File: config.mk
export PLATFORM = sky130hd
export DESIGN_NAME = multdiv_iter
export DESIGN_NICKNAME = d
export VERILOG_FILES = /design/src/rtl/multdiv_pkg.sv /design/src/rtl/multdiv_iter_cond_negate.sv /design/src/rtl/multdiv_iter.sv
export SDC_FILE = /design/constraint.sdc
export NUM_CORES = 1
export LEC_CHECK = 0
export ABC_AREA = 1
export CORE_ASPECT_RATIO = 1.75
export CORE_MARGIN = 2
export CORE_UTILIZATION = 40
export DETAILED_ROUTE_END_ITERATION = 6
export PLACE_DENSITY_LB_ADDON = 0.15
export SETUP_SLACK_MARGIN = 0.4
export SLEW_MARGIN = 10
export SYNTH_ARGS = -nofsm -noshare
export SYNTH_HDL_FRONTEND = slang
export SYNTH_SLANG_ARGS = --single-unit
File: constraint.sdc
create_clock -name clock -period 2.27 [get_ports clock]
set_input_delay 0.454 -clock clock [delete_from_list [all_inputs] [get_ports clock]]
set_output_delay 0.454 -clock clock [all_outputs]
set_load 0.01 [all_outputs]
File: src/rtl/multdiv_pkg.sv
// Shared types and helpers for the iterative multiply/divide unit.
package multdiv_pkg;

    typedef enum logic [1:0] {
        IDLE,
        CALC,
        DONE
    } state_t;

    typedef enum logic {
        OP_MULT = 1'b0,
        OP_DIV  = 1'b1
    } op_t;

    // Most-negative two's complement value of the given width (width <= 64).
    function automatic logic [63:0] most_neg(input int unsigned width);
        return 64'd1 << (width - 1);
    endfunction

endpackage

File: src/rtl/multdiv_iter_cond_negate.sv
// Conditional two's-complement negation: data_out = neg ? -data_in : data_in.
module cond_negate #(
    parameter int WIDTH = 32
) (
    input  logic [WIDTH-1:0] data_in,
    input  logic             neg,
    output logic [WIDTH-1:0] data_out
);

    always_comb begin
        data_out = neg ? (~data_in + WIDTH'(1)) : data_in;
    end

endmodule

File: src/rtl/multdiv_iter.sv
// Multi-cycle signed multiply (radix-2 shift-add) / divide (restoring) unit.
module multdiv_iter #(
    parameter int WIDTH = 32
) (
    input  logic             clock,
    input  logic             reset,
    input  logic [WIDTH-1:0] data_operandA,
    input  logic [WIDTH-1:0] data_operandB,
    input  logic             ctrl_MULT,
    input  logic             ctrl_DIV,
    output logic [WIDTH-1:0] data_result,
    output logic             data_exception,
    output logic             data_resultRDY,
    output logic             busy
);
    import multdiv_pkg::*;

    localparam int CNT_W = $clog2(WIDTH) + 1;
    localparam logic [CNT_W-1:0] LAST_ITER = CNT_W'(WIDTH - 1);
    localparam logic [WIDTH-1:0] MOST_NEG  = WIDTH'(most_neg(WIDTH));

    state_t state, next_state;

    logic                 start;
    logic [WIDTH-1:0]     mag_a, mag_b, signed_res;
    logic [2*WIDTH-1:0]   acc, acc_next;
    logic [WIDTH-1:0]     rem, rem_next;
    logic [WIDTH-1:0]     operand_q;
    op_t                  op_q;
    logic                 sign_q, div_zero_q;
    logic [CNT_W-1:0]     cnt;
    logic [WIDTH:0]       add_sum, shifted, trial;
    logic [WIDTH-1:0]     prod_hi;
    logic [WIDTH-1:0]     res_next;
    logic                 exc_next;

    cond_negate #(.WIDTH(WIDTH)) u_neg_a (
        .data_in  (data_operandA),
        .neg      (data_operandA[WIDTH-1]),
        .data_out (mag_a)
    );

    cond_negate #(.WIDTH(WIDTH)) u_neg_b (
        .data_in  (data_operandB),
        .neg      (data_operandB[WIDTH-1]),
        .data_out (mag_b)
    );

    cond_negate #(.WIDTH(WIDTH)) u_neg_res (
        .data_in  (acc[WIDTH-1:0]),
        .neg      (sign_q),
        .data_out (signed_res)
    );

    always_comb begin
        start = ctrl_MULT ^ ctrl_DIV;
        busy  = (state != IDLE);
    end

    always_ff @(posedge clock) begin
        if (reset) state <= IDLE;
        else       state <= next_state;
    end

    always_comb begin
        next_state = state;
        case (state)
            IDLE:    if (start) next_state = CALC;
            CALC:    if (cnt == LAST_ITER) next_state = DONE;
            DONE:    next_state = IDLE;
            default: next_state = IDLE;
        endcase
    end

    // Both ops share acc: multiply keeps {partial product, multiplier}; divide
    // keeps the dividend in the low half, shifting quotient bits in behind it.
    always_comb begin
        add_sum  = {1'b0, acc[2*WIDTH-1:WIDTH]} + (acc[0] ? {1'b0, operand_q} : '0);
        shifted  = {rem, acc[WIDTH-1]};
        trial    = shifted - {1'b0, operand_q};
        acc_next = acc;
        rem_next = rem;
        if (op_q == OP_MULT) begin
            acc_next = {add_sum, acc[WIDTH-1:1]};
        end else if (!trial[WIDTH]) begin
            rem_next = trial[WIDTH-1:0];
            acc_next = {acc[2*WIDTH-1:WIDTH], acc[WIDTH-2:0], 1'b1};
        end else begin
            rem_next = shifted[WIDTH-1:0];
            acc_next = {acc[2*WIDTH-1:WIDTH], acc[WIDTH-2:0], 1'b0};
        end
    end

    // Overflow from the unsigned magnitude: a negative result may reach 2^(W-1).
    always_comb begin
        prod_hi  = acc[2*WIDTH-1:WIDTH];
        res_next = signed_res;
        exc_next = 1'b0;
        if (op_q == OP_MULT) begin
            if (sign_q) exc_next = (|prod_hi) || (acc[WIDTH-1] && (|acc[WIDTH-2:0]));
            else        exc_next = (|prod_hi) || acc[WIDTH-1];
        end else if (div_zero_q) begin
            res_next = '0;
            exc_next = 1'b1;
        end else begin
            exc_next = !sign_q && (acc[WIDTH-1:0] == MOST_NEG);
        end
    end

    always_ff @(posedge clock) begin
        if (reset) begin
            acc            <= '0;
            rem            <= '0;
            operand_q      <= '0;
            op_q           <= OP_MULT;
            sign_q         <= 1'b0;
            div_zero_q     <= 1'b0;
            cnt            <= '0;
            data_result    <= '0;
            data_exception <= 1'b0;
            data_resultRDY <= 1'b0;
        end else begin
            data_resultRDY <= 1'b0;
            case (state)
                IDLE: begin
                    if (start) begin
                        op_q       <= ctrl_DIV ? OP_DIV : OP_MULT;
                        sign_q     <= data_operandA[WIDTH-1] ^ data_operandB[WIDTH-1];
                        div_zero_q <= (data_operandB == '0);
                        cnt        <= '0;
                        rem        <= '0;
                        if (ctrl_DIV) begin
                            operand_q <= mag_b;
                            acc       <= {{WIDTH{1'b0}}, mag_a};
                        end else begin
                            operand_q <= mag_a;
                            acc       <= {{WIDTH{1'b0}}, mag_b};
                        end
                    end
                end
                CALC: begin
                    acc <= acc_next;
                    rem <= rem_next;
                    cnt <= cnt + 1'b1;
                end
                DONE: begin
                    data_result    <= res_next;
                    data_exception <= exc_next;
                    data_resultRDY <= 1'b1;
                end
                default: ;
            endcase
        end
    end

endmodule

Word-level counts from Yosys, hierarchy flattened

Index checks and enable logic that the tools add are counted.

Output and inout bits: 35
Logic and storage cells: 73
Register bits after elaboration: 173
Memory bits (writable): 0
Input bits: 68
Memories kept: 0
Latch bits: 0
ROM bits: 0

Mux-type cells: 26
Shifts and indexed selects: 0
Div/mod/pow operators: 0
Bitwise operators: 5
$mul: 0
Equal/unequal tests: 8
Reductions and logical operators: 16
Order comparisons: 0
Add/subtract/negate cells: 6

Operators by type and width:

| operator                                      | number |
|---|---|
| two-way mux 32 bit                            | 11 |
| two-way mux 64 bit                            | 2 |
| case mux 64 bit (2 select lines)              | 1 |
| adder 32 x 1 -> 32 bit, second input constant | 3 |
| inverter 32 bit                               | 3 |
| case mux 32 bit (2 select lines)              | 1 |
| adder 32 x 32 -> 33 bit                       | 1 |
| subtractor 33 x 32 -> 33 bit                  | 1 |
| == test 32 bit, second input constant         | 1 |
| logical NOT 32 bit                            | 1 |
| OR reduction 32 bit                           | 1 |
| OR reduction 31 bit                           | 1 |
| case mux 6 bit (2 select lines)               | 1 |
| inequality test 2 bit, second input constant  | 4 |
| adder 6 x 1 -> 6 bit, second input constant   | 1 |
| == test 6 x 5 -> 1 bit, second input constant | 1 |
| two-way mux 1 bit                             | 6 |
| two-way mux 6 bit                             | 1 |
| AND reduction 2 bit                           | 3 |
| AND reduction 3 bit                           | 2 |
| two-way mux 2 bit                             | 2 |
| case mux 2 bit (2 select lines)               | 1 |
| nonzero test 2 bit                            | 2 |
| == test 2 x 1 -> 1 bit, second input constant | 1 |
| 6 further kinds                               | 9 |

Logic depth before layout (Yosys ltp)

Gate-level depths: netlist of run 1.

Word-level depth: 6
Mapped depth: 19
Gate-level depth less buffers: 18

Hierarchy

From an unflattened synthesis of run 1, not the netlist that was laid out.

Cell total of the unflattened synthesis: 2699
Area, all modules: 15842.7 um^2

Modules (own cells, without submodules):

| module       | cells an instance | area an instance (um^2) | times used |
|---|---|---|---|
| multdiv_iter | 2018              | 12517.0                 | 1 |
| cond_negate  | 227               | 1108.6                  | 3 |

Worst setup path before layout of run 1

Ideal clock, no wire load.

Path type: register to register
Start: register acc[0]
End: register acc[63]
Data arrival time: 2391 ps
Cell stages (with the launch flop): 19
Buffers on the path: 2
Library setup time: 70 ps
Data required time: 2200 ps
Slack: -191 ps
Cells stage by stage: dfxtp_1 > buf_2 > clkbuf_1 > nand2_1 > inv_1 > ha_1 > inv_1 > fa_1 > o21ai_1 > nand2_1 > o211ai_1 > nand2_1 > nand2_1 > nand2_1 > nand2_1 > nand2_1 > nand2_1 > nand2_1 > a21oi_1

Longest elaborated chain between the ends: 4

RTL lines:

| item                             | RTL line            | source |
|---|---|---|
| start: declaration               | multdiv_iter.sv:26  | `logic [2*WIDTH-1:0] acc, acc_next;` |
| start signal: assignment         | multdiv_iter.sv:134 | `acc <= {{WIDTH{1'b0}}, mag_a};` |
| start signal: assignment         | multdiv_iter.sv:137 | `acc <= {{WIDTH{1'b0}}, mag_b};` |
| start signal: assignment         | multdiv_iter.sv:142 | `acc <= acc_next;` |
| two-way mux 32 bit               | multdiv_iter.sv:78  | `add_sum = {1'b0, acc[2*WIDTH-1:WIDTH]} + (acc[0] ? {1'b0, operand_q} : '0);` |
| adder 32 x 32 -> 33 bit          | multdiv_iter.sv:78  |  |
| two-way mux 64 bit               | multdiv_iter.sv:83  | `if (op_q == OP_MULT) begin` |
| case mux 64 bit (2 select lines) | multdiv_iter.sv:124 | `case (state)` |

No other way between the ends. The select of a mux whose other input is x is not followed.
A chain may end at the register's enable or synchronous reset.

Worst setup path in the final report of run 1

Start: register acc[0]
End: register acc[43]

Same word-level chain as after synthesis.

==> results of run 1 <==
-- stage by stage --
step                      cell area, um^2  setup slack (ns)  TNS (ns)  hold slack [ns]  cells
after detailed placement            20100            -0.513    -19.23            0.455   3573
after global routing                24300            -0.180     -3.47            0.341   3676
after CTS                           22500          -0.00151  -0.00151            0.334   3630
final                               24300           -0.0723    -0.185            0.351   3676
after floorplan                     15300             0.118         0            0.439   2614
after global placement              20100            -0.634    -16.96            0.455   3573
-- per-layer routing --
layer / wire (um) / share of wire / up-vias / track usage
met4: 7630 / 0.11 / 0 / 0.299
li1: - / - / 9585 / -
met2: 36800 / 0.52 / 767 / 0.651
met1: 23800 / 0.34 / 9210 / 0.327
met3: 2760 / 0.039 / 339 / 0.0418
met5: 0 / 0 / - / 0
-- Yosys cell counts (all sizes together), types with 9 or more instances --
library cell / number
o21ai: 125
inv: 401
a31oi: 9
nand3b: 14
nand2: 804
o21a: 9
a221oi: 30
clkbuf: 56
nand3: 239
xnor2: 18
nand4: 30
buf: 34
a21o: 10
a22oi: 9
a21oi: 206
xor2: 41
nor4: 11
dfxtp: 173
nor2: 227
ha: 68
nor3: 31
or2: 16
o211ai: 22
-- sequential cells by signal, summed over array words and instances (netlist names), 2 cells and up --
name and cells:
cnt 6, data_result 32, state 2, acc 64, operand_q 32, rem 32
-- logic make-up after synthesis --
kind of cell / after synthesis / share of synthesized area
AND/OR/NAND/NOR: 1377 / 0.386
XOR/XNOR: 59 / 0.0339
AO/OA/AOI/OAI: 444 / 0.168
buffers and inverters: 491 / 0.127
flip-flops: 173 / 0.227
adder cells (fa/ha/maj): 70 / 0.0585
-- how the worst max path moves through the flow --
stage / startpoint / end / slack (ns) / depth (start not counted)
finish: acc[0]$_SDFFE_PP0P_ / acc[43]$_SDFFE_PP0P_ / -0.07 / 16
CTS: operand_q[0]$_SDFFE_PP0P_ / acc[47]$_SDFFE_PP0P_ / -0.002 / 15
global placement: data_operandA[6] / operand_q[30]$_SDFFE_PP0P_ / -0.63 / 14
detailed placement: data_operandA[0] / acc[8]$_SDFFE_PP0P_ / -0.51 / 10
floorplan: acc[0]$_SDFFE_PP0P_ / acc[63]$_SDFFE_PP0P_ / 0.12 / 18
global route: acc[0]$_SDFFE_PP0P_ / acc[43]$_SDFFE_PP0P_ / -0.18 / 16
-- power groups by stage --
stage	logic [mW]	clock network (mW)	registers (mW)
2_1_floorplan	1.91	0	3.35
3_3_place_gp	3.68	0	3.42
3_5_place_dp	3.70	0	3.42
4_1_cts	4.01	3.23	3.36
5_1_grt	4.75	3.34	3.39
6_report	4.43	3.20	3.38
-- layout make-up --
cell class / count / area [um^2] / area share
timing repair buffer: 639 / 5420 / 0.223
tap: 480 / 601 / 0.0247
inverter: 401 / 1540 / 0.0635
clock buffer: 18 / 439 / 0.0181
multi-input combinational: 1951 / 12600 / 0.518
sequential: 173 / 3490 / 0.144
clock inverter: 14 / 191 / 0.00789
-- timing repair --
item	CTS	global route
setup endpoints to repair	133	146
hold endpoints to repair	0	0
pin swaps	96	166
gates cloned	3	0
setup buffers	22	46
resized for setup	394	440
==> qor.yml, run 1 <==
min_period_ns: 2.34
ys_seq_area_frac: 0.227
finalMaxSlewViolations: 0
worstHoldStart: "reset"
ctsHtreeMaxLevel: 4
report.power.total_mw: 11.0
dr.pass1.iters: 6
drt-vias-per-instance: 5.41
pwr-share-comb: 0.402
cap_violations: 0
wl_per_cell_um: 19.3
vias: 19901
final_antenna_net_count: 0
syn_nets: 2752
setup_viol_count_final: 10
rsz0062_at_grt: "yes"
p_sw_mw: 4.36
final_cell_mix: "nand2_1 (652), buf_4 (486), inv_1 (338)"
grt_overflow: 0
fmax_mhz: 427
die_h_um: 262
drt-initial-drc-count: 1263
crit_chain: "buf_6 > buf_16 > nand2_4 > inv_4 > ha_4 > nand2_4 > o21ai_4 > nand2_1 > o211ai_1 > nand2_1 > nand2_4 > buf_6 > nor2_2 > nor2_2 > nand2_1 > a21oi_1"
reg2reg_depth: 16
antenna_found_initial: 0
port_buffers: 102
n_antenna_cell: 0
drc: 0
synth_top_area_frac: 0.227
hpwlAfterDp_mm: 54.4
outcome: "finished with violations"
vdd_ir_drop_max_mv: 0.514
synth_area_um2: 15200
grt_max_degree: 43
tightest_slew_ns: 0.631
num_rows: 94
path_class: "reg2reg"
cpMaxStageDelayCell: "dfxtp_4"
grt_pass1_wl_mm: 104
cts_hold_buffers: 0
io_pins: 103
synth.avg_cell_area_um2: 5.83
setup.worst_path.start_class: "register"
die_area_um2: 39700
numCtsBuffers: 17
fin_util: 0.645
synth_area_leaders: "dfxtp_1 (23%), nand2_1 (19%), inv_1 (9.7%), nand3_1 (7.7%), a21oi_1 (6.7%)"
clkPwrFrac: 0.291
cp_top_family: "simple AND/OR/NAND/NOR gates"
p_seq_frac: 0.307
cts.path.max_buffers: 2
fin_ws_ns: -0.0723
required_ns: 2.66
final-hold-violation-count: 0
critPathMaxFanout: 8
coreArea_um2: 37600
synth_seq_cells: 173
netSwitchingFraction: 0.396
fill_cells: 3554
r2r-start: "acc[0]$_SDFFE_PP0P_"
initial_core_util: 0.405
cp-end-kind: "register"
powerDensity_nw_per_um2: 454
synthDistinctLibCells: 51
yosys_warnings: 0
reg2reg_slack_ns: -0.07
place.gp.congestion: 1.05
drive_gt1_frac: 0.374
cts_sinks: 173
synth.largest_area_cell: "dfxtp_1"
hold_depth: 2
final_nets: 3321
grt_pass1_vias: 19404
cts_tree: "built"
gr-usage-all-layers: 0.347
syn2layout_area_growth_pct: 59.3
synth_edf_count: 0
period_share: 1.03
clk_pin_slew_ns: 0.08
ys.flop_type: "dfxtp_1"
relSlewSlack: 0.576
die_w_um: 152
final_common_cell: "nand2_1"
drt-total-wl_mm: 71.1
async_reset_ff_frac: 0
skew_ns: 0.0190
critPathBufInv: 4
arrival_ns: 2.73
clock_latency_ns: 0.47
r2r_end: "acc[43]$_SDFFE_PP0P_"
hp-class: "in2reg"
synth_cells: 2614
clock_tree.root_cell: "clkbuf_16"
violations: "setup timing"
slowest_delay_ns: 0.37
hold-path-endpoint: "cnt[1]$_SDFFE_PP0P_"
p_leak_nw: 11.7
intPower_mw: 6.65
Note: power is estimated with default switching activity, not from simulation.
==> run 2, diff against run 1 <==
- SETUP_SLACK_MARGIN: 0.4 -> unset
==> qor.yml, run 2 (same netlist as run 1, synthesis figures left out) <==
dr.pass1.iters: 6  # unchanged
whs_ns: 0.467  # +0.116 ns
path_class: "reg2reg"
gr-usage-all-layers: 0.338  # -0.00924
relSlewSlack: 0.425  # -0.150
cts_hold_buffers: 0  # unchanged
final_common_cell: "nand2_1"
cts.path.max_buffers: 2  # unchanged
clock_latency_ns: 0.47  # about the same
finalMaxSlewViolations: 0  # unchanged
skew_ns: 0.0171  # -0.00186 ns
report.power.total_mw: 10.6  # -3.4%
grt_pass1_vias: 18501  # -4.7%
wl_per_cell_um: 19.2  # -0.60%
hpwlAfterDp_mm: 54.5  # +0.11%
busiest_layer: "met2"
cts_tree: "built"
grt_max_degree: 51  # +19%
outcome: "finished with violations"
vdd_ir_drop_max_mv: 0.451  # -12%
period_share: 1.06  # +0.0279
drt-vias-per-instance: 5.37  # -0.76%
final_antenna_net_count: 0  # unchanged
tightest_slew_ns: 0.862  # +0.231 ns
antenna_found_initial: 0  # unchanged
port_buffers: 102  # unchanged
initial_core_util: 0.405  # unchanged
drt-initial-drc-count: 1265  # +0.16%
min_period_ns: 2.41  # +0.0633 ns
setup.worst_path.start_class: "register"
drt-total-wl_mm: 69.0  # -2.9%
use_met2: 0.641  # -0.0101
clock_tree.root_cell: "clkbuf_16"
place.gp.congestion: 1.02  # -3.1%
pre_cts_ws_ns: -0.475  # +0.0378 ns
critPathMaxFanout: 7  # -1
placed_area_um2: 19800  # -1.6%
fin_area_um2: 22300  # -8.3%
ctsHtreeMaxLevel: 4  # unchanged
drive_gt1_frac: 0.263  # -0.111
fill_cells: 3723  # +4.8%
p_leak_nw: 10.6  # -9.5%
cts_sinks: 173  # unchanged
setup_viol_count_final: 33  # +23
cp-end-kind: "register"
syn2layout_area_growth_pct: 46.1
coreArea_um2: 37600  # unchanged
drc: 0  # unchanged
cap_violations: 0  # unchanged
hp-class: "reg2reg"
io_pins: 103  # unchanged
die_w_um: 152  # unchanged
required_ns: 2.66  # about the same
clk_pin_slew_ns: 0.08  # about the same
grt_pass1_wl_mm: 101  # -3.0%
top_register: "acc"
numCtsBuffers: 17  # unchanged
final_cell_mix: "nand2_1 (716), buf_4 (424), inv_1 (369)"
arrival_ns: 2.80  # +0.07 ns
vias: 19293  # -3.1%
n_antenna_cell: 0  # unchanged
met3_usage: 0.0372  # -0.00469
largest_reg_flops: 64  # unchanged
grt_overflow: 0  # unchanged
powerDensity_nw_per_um2: 478  # +5.3%
rsz0062_at_grt: "yes"
final_nets: 3236  # -2.6%
die_h_um: 262  # unchanged
fin_ws_ns: -0.136  # -0.0633 ns
die_area_um2: 39700  # unchanged
num_rows: 94  # unchanged
fmax_mhz: 416  # -2.6%
grtUsageMet1: 0.322  # -0.00426
violations: "setup timing"
final-hold-violation-count: 0  # unchanged
[run 2: changes by cell type in the layout (fill, tap and decap cells not counted), moves of 33 or more]
cell             delta
nand3_1            +44
nor2_2             -40
buf_6              -33
nand2_1            +64
clkdlybuf4s50_1    +56
nor2_1             +63
nand2_2            -50
buf_4              -62
dlymetal6s2s_1     -40
[run 2: metal layers]
| layer | vias to the layer above | wire length (um) |
|---|---|---|
| met5 | - | 0 |
| met4 | 0 | 6940 |
| met3 | 287 | 2730 |
| met2 | 653 | 35900 |
| met1 | 8908 | 23500 |
| li1 | 9445 | - |
[run 2: power by group]
| part | switching [mW] | total (mW) | internal (mW) |
|---|---|---|---|
| Combinational | 2.40 | 4.08 | 1.68 |
| Sequential | 0.194 | 3.37 | 3.18 |
| Clock | 1.66 | 3.18 | 1.53 |
| Total | 4.25 | 10.6 | 6.38 |
[run 2: path summary, 6_finish.rpt]
kind	start	to	slack [ns]	cells past startpoint
min reg2reg	data_result[31]$_SDFFE_PP0P_	data_result[31]$_SDFFE_PP0P_	0.47	2
max	acc[31]$_SDFFE_PP0P_	rem[3]$_SDFFE_PP0P_	-0.14	19
min	data_result[31]$_SDFFE_PP0P_	data_result[31]$_SDFFE_PP0P_	0.47	2
max reg2reg	acc[31]$_SDFFE_PP0P_	rem[3]$_SDFFE_PP0P_	-0.14	19
[run 2: timing repair]
item                       4_1_cts  5_1_grt
setup buffers                    9       12
pin swaps                       32       75
setup endpoints to repair       54       77
gates resized for setup        121      225
gates cloned                     2        5
[run 2: cell type report]
cell class / count / area, um^2 / area share
Sequential cell: 173 / 3490 / 0.157
Clock inverter: 15 / 206 / 0.00927
Multi-Input combinational cell: 1950 / 11200 / 0.505
Timing Repair Buffer: 555 / 4790 / 0.215
Tap cell: 480 / 601 / 0.0270
Inverter: 401 / 1510 / 0.0677
Clock buffer: 17 / 425 / 0.0191
[run 2: through the flow]
stage / util / TNS, ns / cells
final: 0.591 / -2.19 / 3591
after global routing: 0.591 / -7.06 / 3591
after CTS: 0.561 / -1.47 / 3574
after detailed placement: 0.527 / -18.50 / 3531
after global placement: 0.527 / -15.80 / 3531
after floorplan: - / 0 / 2614
[run 2: worst max-delay path: stages, from the launching register on]
cell and delay [ns]:
dfxtp_2 0.35, inv_2 0.08, ha_4 0.13, inv_2 0.04, fa_2 0.37, nand2_2 0.10, nand2_2 0.07, nand3_4 0.09
nand2_4 0.06, nand2_4 0.07, nand2_4 0.07, nand2_8 0.09, nand2_4 0.07, nand2_4 0.08, nand2_8 0.09, buf_12 0.14
clkbuf_16 0.16, nand2_2 0.06, nand3_2 0.06, a21oi_2 0.14
